<file path="src/rtl/slave_port_gen2_if.sv">
// Serial master/slave bus between the arbiter mux and one slave port.
// Carries request enables, serial header/data bits and the handshake/split strobes.
interface slave_port_gen2_if;
  logic read_enable;
  logic write_enable;
  logic m_valid;
  logic m_ready;
  logic rx_address;
  logic rx_burst;
  logic rx_data;
  logic s_ready;
  logic s_valid;
  logic tx_data;
  logic split_enable;

  modport slave (
    input  read_enable, write_enable, m_valid, m_ready, rx_address, rx_burst, rx_data,
    output s_ready, s_valid, tx_data, split_enable
  );

  modport master (
    output read_enable, write_enable, m_valid, m_ready, rx_address, rx_burst, rx_data,
    input  s_ready, s_valid, tx_data, split_enable
  );
endinterface

</file>
<file path="src/rtl/slave_port_gen2.sv">
// Serial-bus slave port: deserialises header and write beats, drives a single-cycle
// memory, serialises read beats, and splits for slow slaves and at burst-beat boundaries.
module slave_port_gen2 #(
  parameter int unsigned ADDR_W      = 12,
  parameter int unsigned DATA_W      = 8,
  parameter int unsigned BURST_W     = 12,
  parameter int unsigned SPLIT_BEAT  = 8,
  parameter int unsigned SLOW_THRESH = 5,
  parameter int unsigned DELAY_W     = 6
) (
  input  logic                clk,
  input  logic                rstn,
  input  logic [DELAY_W-1:0]  slave_delay,
  slave_port_gen2_if.slave    bus,
  output logic [ADDR_W-1:0]   mem_addr,
  output logic [DATA_W-1:0]   mem_wdata,
  output logic                mem_we,
  output logic                mem_re,
  input  logic [DATA_W-1:0]   mem_rdata
);

  localparam int unsigned BF_W       = BURST_W + 1;
  localparam int unsigned HDR_LEN    = (ADDR_W > BF_W) ? ADDR_W : BF_W;
  localparam int unsigned HDR_CW     = $clog2(HDR_LEN);
  localparam int unsigned BIT_CW     = (DATA_W > 1) ? $clog2(DATA_W) : 1;
  localparam int unsigned SPLIT_MASK = SPLIT_BEAT - 1;

  typedef enum logic [2:0] {IDLE, HDR, WDATA, WMEM, SPLIT, RMEM, RCAP, RDATA} state_t;

  state_t              state;
  logic                op_write;
  logic [ADDR_W-1:0]   addr_sr;
  logic [BF_W-1:0]     burst_sr;
  logic [HDR_CW-1:0]   hdr_idx;
  logic [BURST_W-1:0]  beat_idx;
  logic [BURST_W-1:0]  beat_last;
  logic [DATA_W-1:0]   data_sr;
  logic [BIT_CW-1:0]   bit_cnt;
  logic [DELAY_W-1:0]  dly_cnt;

  logic [ADDR_W-1:0]   addr_nxt;
  logic [BF_W-1:0]     burst_nxt;
  logic [DELAY_W-1:0]  dly_init;
  logic [BURST_W-1:0]  beat_inc;
  logic                bit_last;
  logic                is_last;
  logic                at_split;
  logic                beat_end;

  // Header bits land at their index; beat-completion decode shared by write and read paths.
  always_comb begin
    addr_nxt  = addr_sr | (ADDR_W'(bus.rx_address) << hdr_idx);
    burst_nxt = burst_sr | (BF_W'(bus.rx_burst) << hdr_idx);
    dly_init  = (slave_delay == '0) ? DELAY_W'(1) : slave_delay;
    beat_inc  = beat_idx + BURST_W'(1);
    bit_last  = (bit_cnt == BIT_CW'(DATA_W - 1));
    is_last   = (beat_idx == beat_last);
    at_split  = ((beat_inc & BURST_W'(SPLIT_MASK)) == '0);
    beat_end  = (state == WMEM) || ((state == RDATA) && bus.m_ready && bit_last);
  end

  always_ff @(posedge clk or negedge rstn) begin
    if (!rstn) begin
      state            <= IDLE;
      op_write         <= 1'b0;
      addr_sr          <= '0;
      burst_sr         <= '0;
      hdr_idx          <= '0;
      beat_idx         <= '0;
      beat_last        <= '0;
      data_sr          <= '0;
      bit_cnt          <= '0;
      dly_cnt          <= '0;
      mem_addr         <= '0;
      mem_wdata        <= '0;
      mem_we           <= 1'b0;
      mem_re           <= 1'b0;
      bus.s_ready      <= 1'b0;
      bus.s_valid      <= 1'b0;
      bus.tx_data      <= 1'b0;
      bus.split_enable <= 1'b0;
    end else begin
      mem_we <= 1'b0;
      mem_re <= 1'b0;
      case (state)
        IDLE: begin
          bus.s_ready <= 1'b1;
          bus.tx_data <= 1'b0;
          if (bus.m_valid && (bus.read_enable ^ bus.write_enable)) begin
            op_write <= bus.write_enable;
            addr_sr  <= ADDR_W'(bus.rx_address);
            burst_sr <= BF_W'(bus.rx_burst);
            hdr_idx  <= HDR_CW'(1);
            state    <= HDR;
          end
        end
        HDR: begin
          if (bus.m_valid) begin
            addr_sr  <= addr_nxt;
            burst_sr <= burst_nxt;
            hdr_idx  <= hdr_idx + HDR_CW'(1);
            if (hdr_idx == HDR_CW'(HDR_LEN - 1)) begin
              mem_addr  <= addr_nxt;
              beat_idx  <= '0;
              beat_last <= burst_nxt[0] ? burst_nxt[BURST_W:1] : '0;
              bit_cnt   <= '0;
              if (op_write) begin
                state <= WDATA;
              end else begin
                bus.s_ready <= 1'b0;
                if (slave_delay >= DELAY_W'(SLOW_THRESH)) begin
                  state            <= SPLIT;
                  bus.split_enable <= 1'b1;
                  dly_cnt          <= dly_init;
                end else begin
                  state  <= RMEM;
                  mem_re <= 1'b1;
                end
              end
            end
          end
        end
        WDATA: begin
          if (bus.m_valid) begin
            data_sr <= {bus.rx_data, data_sr[DATA_W-1:1]};
            bit_cnt <= bit_cnt + BIT_CW'(1);
            if (bit_last) begin
              mem_wdata   <= {bus.rx_data, data_sr[DATA_W-1:1]};
              mem_we      <= 1'b1;
              bus.s_ready <= 1'b0;
              bit_cnt     <= '0;
              state       <= WMEM;
            end
          end
        end
        WMEM: ;
        SPLIT: begin
          if (dly_cnt <= DELAY_W'(1)) begin
            bus.split_enable <= 1'b0;
            if (op_write) begin
              state       <= WDATA;
              bus.s_ready <= 1'b1;
            end else begin
              state  <= RMEM;
              mem_re <= 1'b1;
            end
          end else begin
            dly_cnt <= dly_cnt - DELAY_W'(1);
          end
        end
        RMEM: state <= RCAP;
        RCAP: begin
          data_sr     <= mem_rdata >> 1;
          bus.tx_data <= mem_rdata[0];
          bus.s_valid <= 1'b1;
          bit_cnt     <= '0;
          state       <= RDATA;
        end
        RDATA: begin
          if (bus.m_ready) begin
            if (bit_last) begin
              bus.s_valid <= 1'b0;
              bus.tx_data <= 1'b0;
            end else begin
              bus.tx_data <= data_sr[0];
              data_sr     <= data_sr >> 1;
              bit_cnt     <= bit_cnt + BIT_CW'(1);
            end
          end
        end
        default: state <= IDLE;
      endcase

      // Completed beat: finish, split at the beat boundary, or move to the next beat.
      if (beat_end) begin
        beat_idx <= beat_inc;
        bit_cnt  <= '0;
        if (is_last) begin
          state       <= IDLE;
          bus.s_ready <= 1'b1;
        end else begin
          mem_addr <= mem_addr + ADDR_W'(1);
          if (at_split) begin
            state            <= SPLIT;
            bus.split_enable <= 1'b1;
            dly_cnt          <= dly_init;
          end else if (op_write) begin
            state       <= WDATA;
            bus.s_ready <= 1'b1;
          end else begin
            state  <= RMEM;
            mem_re <= 1'b1;
          end
        end
      end
    end
  end

endmodule

</file>
<file path="src/flat_wrapper.sv">
// flat-port wrapper written by rule: the top's interface ports become plain ports
module slave_port_gen2_flat 
#(
  parameter int unsigned ADDR_W      = 12,
  parameter int unsigned DATA_W      = 8,
  parameter int unsigned BURST_W     = 12,
  parameter int unsigned SPLIT_BEAT  = 8,
  parameter int unsigned SLOW_THRESH = 5,
  parameter int unsigned DELAY_W     = 6
)
  (clk, rstn, slave_delay, mem_addr, mem_wdata, mem_we, mem_re, mem_rdata, bus_read_enable, bus_write_enable, bus_m_valid, bus_m_ready, bus_rx_address, bus_rx_burst, bus_rx_data, bus_s_ready, bus_s_valid, bus_tx_data, bus_split_enable);
  slave_port_gen2_if bus_i ();
  input  logic clk;
  input  logic rstn;
  input  logic [DELAY_W-1:0] slave_delay;
  output logic [ADDR_W-1:0] mem_addr;
  output logic [DATA_W-1:0] mem_wdata;
  output logic mem_we;
  output logic mem_re;
  input  logic [DATA_W-1:0] mem_rdata;
  input wire logic [$bits(bus_i.read_enable)-1:0] bus_read_enable;
  input wire logic [$bits(bus_i.write_enable)-1:0] bus_write_enable;
  input wire logic [$bits(bus_i.m_valid)-1:0] bus_m_valid;
  input wire logic [$bits(bus_i.m_ready)-1:0] bus_m_ready;
  input wire logic [$bits(bus_i.rx_address)-1:0] bus_rx_address;
  input wire logic [$bits(bus_i.rx_burst)-1:0] bus_rx_burst;
  input wire logic [$bits(bus_i.rx_data)-1:0] bus_rx_data;
  output wire logic [$bits(bus_i.s_ready)-1:0] bus_s_ready;
  output wire logic [$bits(bus_i.s_valid)-1:0] bus_s_valid;
  output wire logic [$bits(bus_i.tx_data)-1:0] bus_tx_data;
  output wire logic [$bits(bus_i.split_enable)-1:0] bus_split_enable;
  assign bus_i.read_enable = bus_read_enable;
  assign bus_i.write_enable = bus_write_enable;
  assign bus_i.m_valid = bus_m_valid;
  assign bus_i.m_ready = bus_m_ready;
  assign bus_i.rx_address = bus_rx_address;
  assign bus_i.rx_burst = bus_rx_burst;
  assign bus_i.rx_data = bus_rx_data;
  assign bus_s_ready = bus_i.s_ready;
  assign bus_s_valid = bus_i.s_valid;
  assign bus_tx_data = bus_i.tx_data;
  assign bus_split_enable = bus_i.split_enable;
  slave_port_gen2 #(.ADDR_W(ADDR_W), .DATA_W(DATA_W), .BURST_W(BURST_W), .SPLIT_BEAT(SPLIT_BEAT), .SLOW_THRESH(SLOW_THRESH), .DELAY_W(DELAY_W)) u_core (.clk(clk), .rstn(rstn), .slave_delay(slave_delay), .bus(bus_i), .mem_addr(mem_addr), .mem_wdata(mem_wdata), .mem_we(mem_we), .mem_re(mem_re), .mem_rdata(mem_rdata));
endmodule
</file>
<file path="config.mk">
export PLATFORM = sky130hd
export DESIGN_NAME = slave_port_gen2_flat
export DESIGN_NICKNAME = d
export VERILOG_FILES = /design/src/rtl/slave_port_gen2_if.sv /design/src/rtl/slave_port_gen2.sv /design/src/flat_wrapper.sv
export SDC_FILE = /design/constraint.sdc
export NUM_CORES = 1
export LEC_CHECK = 0
export CAP_MARGIN = 20
export CELL_PAD_IN_SITES_DETAIL_PLACEMENT = 1
export CELL_PAD_IN_SITES_GLOBAL_PLACEMENT = 1
export CORE_MARGIN = 4
export CORE_UTILIZATION = 30
export DETAILED_ROUTE_END_ITERATION = 10
export GPL_TIMING_DRIVEN = 0
export PLACE_DENSITY_LB_ADDON = 0.12
export SYNTH_ARGS = -nofsm -noshare
export SYNTH_HDL_FRONTEND = slang
export SYNTH_SLANG_ARGS = --single-unit
</file>
<file path="constraint.sdc">
create_clock -name clk -period 2.3 [get_ports clk]
set_input_delay 0.46 -clock clk [delete_from_list [all_inputs] [get_ports clk]]
set_output_delay 0.46 -clock clk [all_outputs]
set_load 0.1 [all_outputs]
</file>
==> results of run 1 <==
-- worst max-delay path by stage --
stage,cells after the start,to,from,slack [ns]
6_report,1,mem_re,u_core.mem_re,0.06
5_1_grt,6,u_core.dly_cnt[3],u_core.state[0],-0.02
4_1_cts,1,mem_we,u_core.mem_we,0.01
3_5_place_dp,7,u_core.beat_idx[6],bus_m_valid,-0.69
3_3_place_gp,1,u_core.mem_wdata[4],rstn,-3.31
2_1_floorplan,5,u_core.mem_addr[5],u_core.mem_addr[0],0.21
-- power groups by stage --
stage	clock [uW]	sequential, uW	combinational [uW]
floorplan	0	3050	1740
global placement	0	2490	3190
detailed placement	0	2510	3260
CTS	1630	2490	3250
global route	1700	2570	3620
finish	1580	2510	3280
-- flip-flops by register name, indices dropped and copies added (netlist names) --
name                     count
u_core.addr_sr              12
u_core.state                 3
u_core.bus.tx_data           1
u_core.bus.s_valid           1
u_core.burst_sr             13
u_core.beat_idx             12
u_core.mem_we                1
u_core.hdr_idx               4
u_core.dly_cnt               6
u_core.bus.s_ready           1
u_core.mem_wdata             8
u_core.bus.split_enable      1
u_core.data_sr               8
u_core.bit_cnt               3
u_core.mem_re                1
u_core.beat_last            12
u_core.mem_addr             12
u_core.op_write              1
-- Yosys cell counts (2+ instances only) --
cell	instances
a211oi_1	6
a21o_1	2
a21oi_1	55
a221o_1	3
a311oi_1	2
a31oi_1	4
and2_1	5
and3_1	9
buf_2	9
clkbuf_1	13
clkinv_1	2
dfrtp_1	100
ha_1	9
inv_1	10
mux2_2	2
mux2i_1	15
nand2_1	91
nand2b_1	4
nand3_1	17
nand3b_1	2
nand4_1	7
nor2_1	61
nor2b_1	5
nor3_1	19
nor3b_1	2
nor3b_2	2
nor4_2	3
o211ai_1	4
o21ai_0	43
o22ai_1	6
o2bb2ai_1	8
or2_2	2
or3_1	2
xnor2_1	5
xor2_1	17
-- metrics by stage --
step                      std cells  power, uW  hold slack, ns
after global placement          841       5680          0.4624
after detailed placement        842       5762          0.4631
after global routing            862       7891          0.1451
after CTS                       860       7374          0.1265
final                           862       7374          0.1064
after floorplan                 573       4790          0.1644
-- routing by layer --
layer / vias to the layer above / GRT usage
met1: 2246 / 0.2363
li1: 2157 / -
met3: 16 / 0.03053
met4: 0 / 0.04131
met2: 68 / 0.2466
met5: - / 0
-- final cells by class --
cell class | instances | area (sq um) | share of cell area
well taps | 220 | 275.3 | 0.04303
clock inverters | 5 | 60.06 | 0.009388
repair buffers | 54 | 518.0 | 0.08097
plain buffers | 24 | 125.1 | 0.01956
multi-input cells | 436 | 2623 | 0.4099
clock buffers | 11 | 242.7 | 0.03794
flip-flops and latches | 100 | 2505 | 0.3916
inverters | 12 | 48.80 | 0.007628
-- cells by family (layout without fill, tap and decap cells) --
| kind of cell | count (synthesis) | after routing | synth area share |
|---|---|---|---|
| simple gates | 236 | 236 | 0.2115 |
| compound gates | 152 | 152 | 0.1838 |
| flops | 100 | 100 | 0.4817 |
| buf+inv | 37 | 106 | 0.03107 |
| xor+xnor | 22 | 22 | 0.03709 |
| mux | 17 | 17 | 0.03324 |
| fa+ha+maj | 9 | 9 | 0.02168 |
-- what timing repair did --
action | 4_1_cts | 5_1_grt
buffers inserted | 3 | 2
setup endpoints to repair | 81 | 65
resized for setup | 37 | 16
hold endpoints to repair | 0 | 0
pin swaps | 1 | 1
==> metrics.txt, run 1 <==
status finished clean; Final Net Count 669; area enclosed by the die boundary 19,490 sq um; routed wirelength normalized by instance count 17.89 microns; Port Buffer Count 48; residual antenna-violating net count after detailed routing 0; number of setup violations in the final report 0; global-route wire length before repair 25.88 mm; estimated wirelength of the detail-placed design 11.18 mm; Inserted Clock Buffers 9; critical path, cell by cell clkdlybuf4s50_1; Cell variety after synth 62; via count 4,487; final antenna diode count 0; leading cell type in the layout, fill and taps excluded dfrtp_1; Power Internal 4023 uW; MaxCap Viol Count 0; Setup TNS Final 0 ns; data arrival time of the critical path 1.78 ns; maximum frequency from static timing analysis 445.6 MHz; remaining global-route overflow 0; fraction of final layout cells with drive strength greater than 1 0.1044; largest vdd supply drop 0.5867 mV; Final Hold Viols 0; Startpoint Class flip-flop; Worst Reg-to-Reg Cells 5; final setup margin 0.05566 ns; sequential fraction of the synthesis area 0.4817; post-synthesis average cell area 9.066 sq um; FF-to-FF setup slack 0.14 ns; post-route clock skew 0.009679 ns; horizontal extent of the die 139.6 microns; total length of routed wires 15.43 mm; endpoint of the lowest-slack register-to-register path u_core.dly_cnt[3]; number of global-route vias before repair 4,794; worst skew pair latency 0.35 ns; top-level port count 49; cell count after synthesis 573; kind of cell adding the most delay to the critical path buffers and inverters; met2 WL post-DR 6.960 mm; number of antenna violations at the first check in global routing 0; routability congestion estimate from global placement 0.7805; predominant post-synthesis flop cell dfrtp_1; Setup CP Type flip-flop to primary output; share of power burned in combinational logic 0.445; number of buffers and inverters on the critical path 1; leakage dissipation 0.002987 uW; TritonCTS clock tree built; Clock Tree Root clkbuf_16; Tightest Hold Check Type primary input to async pin; synthesized net count 605; Clock transition at path regs 0.07 ns; fillers 1,966; Synth area leader dfrtp_1; ranking of synthesized cells by area dfrtp_1, nand2_1, a21oi_1, nor2_1, o21ai_0; Synth async-reset ratio 1.000; Clock Tree Buf Depth 2; Util after Layout 0.3817; setup repair after global routing missed its margin yes; synthesis-to-layout area growth 23.15%; core area 16,760 sq um; pre-CTS worst setup slack -0.6911 ns; crit share post-route 0.9758; Initial Utilization 0.3100; row count 47; met1 wire length 7.791 mm; DRC Markers 0; kind of end point of the critical path primary output; vias per inst 5.205; net switching fraction of the power 0.4544; cell area reported after detailed placement 5976 sq um; detailed-routing iteration count for the pre-antenna-repair pass 4; largest net degree at the start of global routing 62; peak per-stage delay on the critical path 1.12 ns; P per Cell Area 1153 nW/um^2; most frequent cells in the layout dfrtp_1, nand2_1, nor2_1, a21oi_1, o21ai_0; top-area cell type share of the netlist area 0.4817; largest fanout on the critical path 1; sw power 3350 uW; measured slew at the worst slew-check pin 0.9665 ns; required time worst endpoint 1.84 ns; violation count after the first detailed-routing iteration 210; cell area after layout 6397 sq um; depth of the CTS H-tree 3; startpoint of the lowest-slack register-to-register path u_core.state[1]; Synthesis Warnings 0; number of hold buffers added after cts 0; highest metal layer used by the detailed router met4; shortest clock period the worst path allows after layout 2.244 ns; CTS sink count 100; WL met3 431 microns; worst slew margin relative to its limit 0.3546; total of flip-flops plus latches after synthesis 100; master of the slowest instance on the critical path clkdlybuf4s50_1; total track usage 0.1614; Clock power frac 0.215; Post-synth EDFFs 0; post-synth design cell area 5195 sq um; y dimension of the die 139.6 microns; Seq pwr share 0.340; max-slew violations 0
Note: power is estimated with default switching activity, not from simulation.
==> run 2, diff against run 1 <==
Settings changed: CORE_UTILIZATION 30 to 44.
==> metrics.txt, run 2 (synthesis gave the netlist of run 1 again) <==
Final Net Count 670; core area 11,470 sq um; area used by multi-input combinational logic 2616 sq um; Setup TNS Final 0 ns; total length of routed wires 15.32 mm; CTS sink count 100; remaining global-route overflow 0; MaxCap Viol Count 0; largest net degree at the start of global routing 52; row count 39; Port Buffer Count 48; TritonCTS clock tree built; measured slew at the worst slew-check pin 0.9907 ns; Clock transition at path regs 0.07 ns; status finished clean; Setup CP Type flip-flop to flip-flop; Final Hold Viols 0; fraction of final layout cells with drive strength greater than 1 0.09953; largest fanout on the critical path 10; footprint of the flip-flops and latches 2504 sq um; post-route clock skew 0.004456 ns; FF-to-FF setup slack 0.06 ns; data arrival time of the critical path 2.44 ns; final setup margin 0.06006 ns; Initial Utilization 0.4530; pre-CTS worst setup slack -0.6126 ns; violation count after the first detailed-routing iteration 229; area enclosed by the die boundary 13,610 sq um; crit share post-route 0.9739; worst slew margin relative to its limit 0.3422; Clock Tree Root clkbuf_16; number of global-route vias before repair 4,915; Clock Tree Buf Depth 2; worst skew pair latency 0.35 ns; leakage dissipation 0.002999 uW; largest register by flop count u_core.burst_sr; largest vdd supply drop 0.9628 mV; number of setup violations in the final report 0; Startpoint Class flip-flop; number of antenna violations at the first check in global routing 0; post-route worst hold slack 0.1445 ns; synthesis-to-layout area growth 21.00%; fillers 1,333; depth of the CTS H-tree 3; setup repair after global routing missed its margin no; global-route wire length before repair 25.33 mm; required time worst endpoint 2.50 ns; leading cell type in the layout, fill and taps excluded dfrtp_1; DRC Markers 0; P per Cell Area 1174 nW/um^2; estimated wirelength of the detail-placed design 11.01 mm; top-level port count 49; Worst Reg-to-Reg Cells 7; horizontal extent of the die 116.7 microns; endpoint of the lowest-slack register-to-register path u_core.mem_addr[6]; residual antenna-violating net count after detailed routing 0; number of flip-flops in the largest register 13; vias per inst 5.870; via count 4,614; most frequent cells in the layout dfrtp_1, nand2_1, nor2_1, a21oi_1, o21ai_0; routed wirelength normalized by instance count 19.50 microns; maximum frequency from static timing analysis 446.4 MHz; kind of end point of the critical path flip-flop; number of hold buffers added after cts 0; startpoint of the lowest-slack register-to-register path u_core.hdr_idx[1]; Inserted Clock Buffers 9; routability congestion estimate from global placement 0.8165; y dimension of the die 116.7 microns; Tightest Hold Check Type primary input to async pin; max-slew violations 0; total track usage 0.2371; final antenna diode count 0; detailed-routing iteration count for the pre-antenna-repair pass 4; shortest clock period the worst path allows after layout 2.240 ns
## run 2: layer usage
metal  track usage  up-vias  share of wire
li1              -     2152              -
met1        0.3159     2347           0.45
met2        0.3944       93           0.49
met3       0.05026       22          0.037
met4       0.06422        0          0.019
met5             0        -              0
## run 2: layout make-up
cell class,instances,share of cell area
Multi-Input combinational cell,436,0.4162
Sequential cell,100,0.3983
Timing Repair Buffer,55,0.08400
Clock buffer,12,0.03921
Tap cell,143,0.02846
Buffer,24,0.01891
Clock inverter,4,0.007763
Inverter,12,0.007166
## run 2: power by group
part           internal (uW)  switching, uW
Combinational           1030           2300
Clock                    873            657
Sequential              2130            399
## run 2: stage by stage
| step | cells | cell area (sq um) | power (uW) | utilization |
|---|---|---|---|---|
| after global routing | 786 | 6286 | 7850 | 0.5482 |
| after CTS | 783 | 6203 | 7306 | 0.5410 |
| after floorplan | 573 | 5195 | 4790 | - |
| final | 786 | 6286 | 7382 | 0.5482 |
| after detailed placement | 765 | 5879 | 5747 | 0.5127 |
| after global placement | 764 | 5854 | 5592 | 0.5105 |
## run 2: worst max-delay path, cell delays in order (launching register included)
cell and delay, ns:
dfrtp_1 0.49, inv_2 0.15, ha_1 0.15, nand4_1 0.21
nand2b_1 0.31, buf_2 0.25, a211oi_1 0.43, a311oi_1 0.11
## run 2: how the worst max path moves through the flow
stage | startpoint | endpoint | slack (ns) | cells after the start
after floorplan | u_core.mem_addr[0] | u_core.mem_addr[5] | 0.21 | 5
after detailed placement | bus_m_valid | u_core.burst_sr[8] | -0.61 | 7
after CTS | u_core.bit_cnt[0] | u_core.mem_addr[9] | 0.003 | 8
after global routing | bus_rx_burst | u_core.beat_last[5] | 0.002 | 7
after global placement | rstn | u_core.mem_wdata[4] | -3.11 | 1
final | u_core.hdr_idx[1] | u_core.mem_addr[6] | 0.06 | 7
## run 2: what timing repair did
action | 4_1_cts | 5_1_grt
gates resized for setup | 35 | 17
setup buffers | 3 | 3
gates cloned | 0 | 0
setup endpoints to repair | 77 | 54
pin swaps | 2 | 0
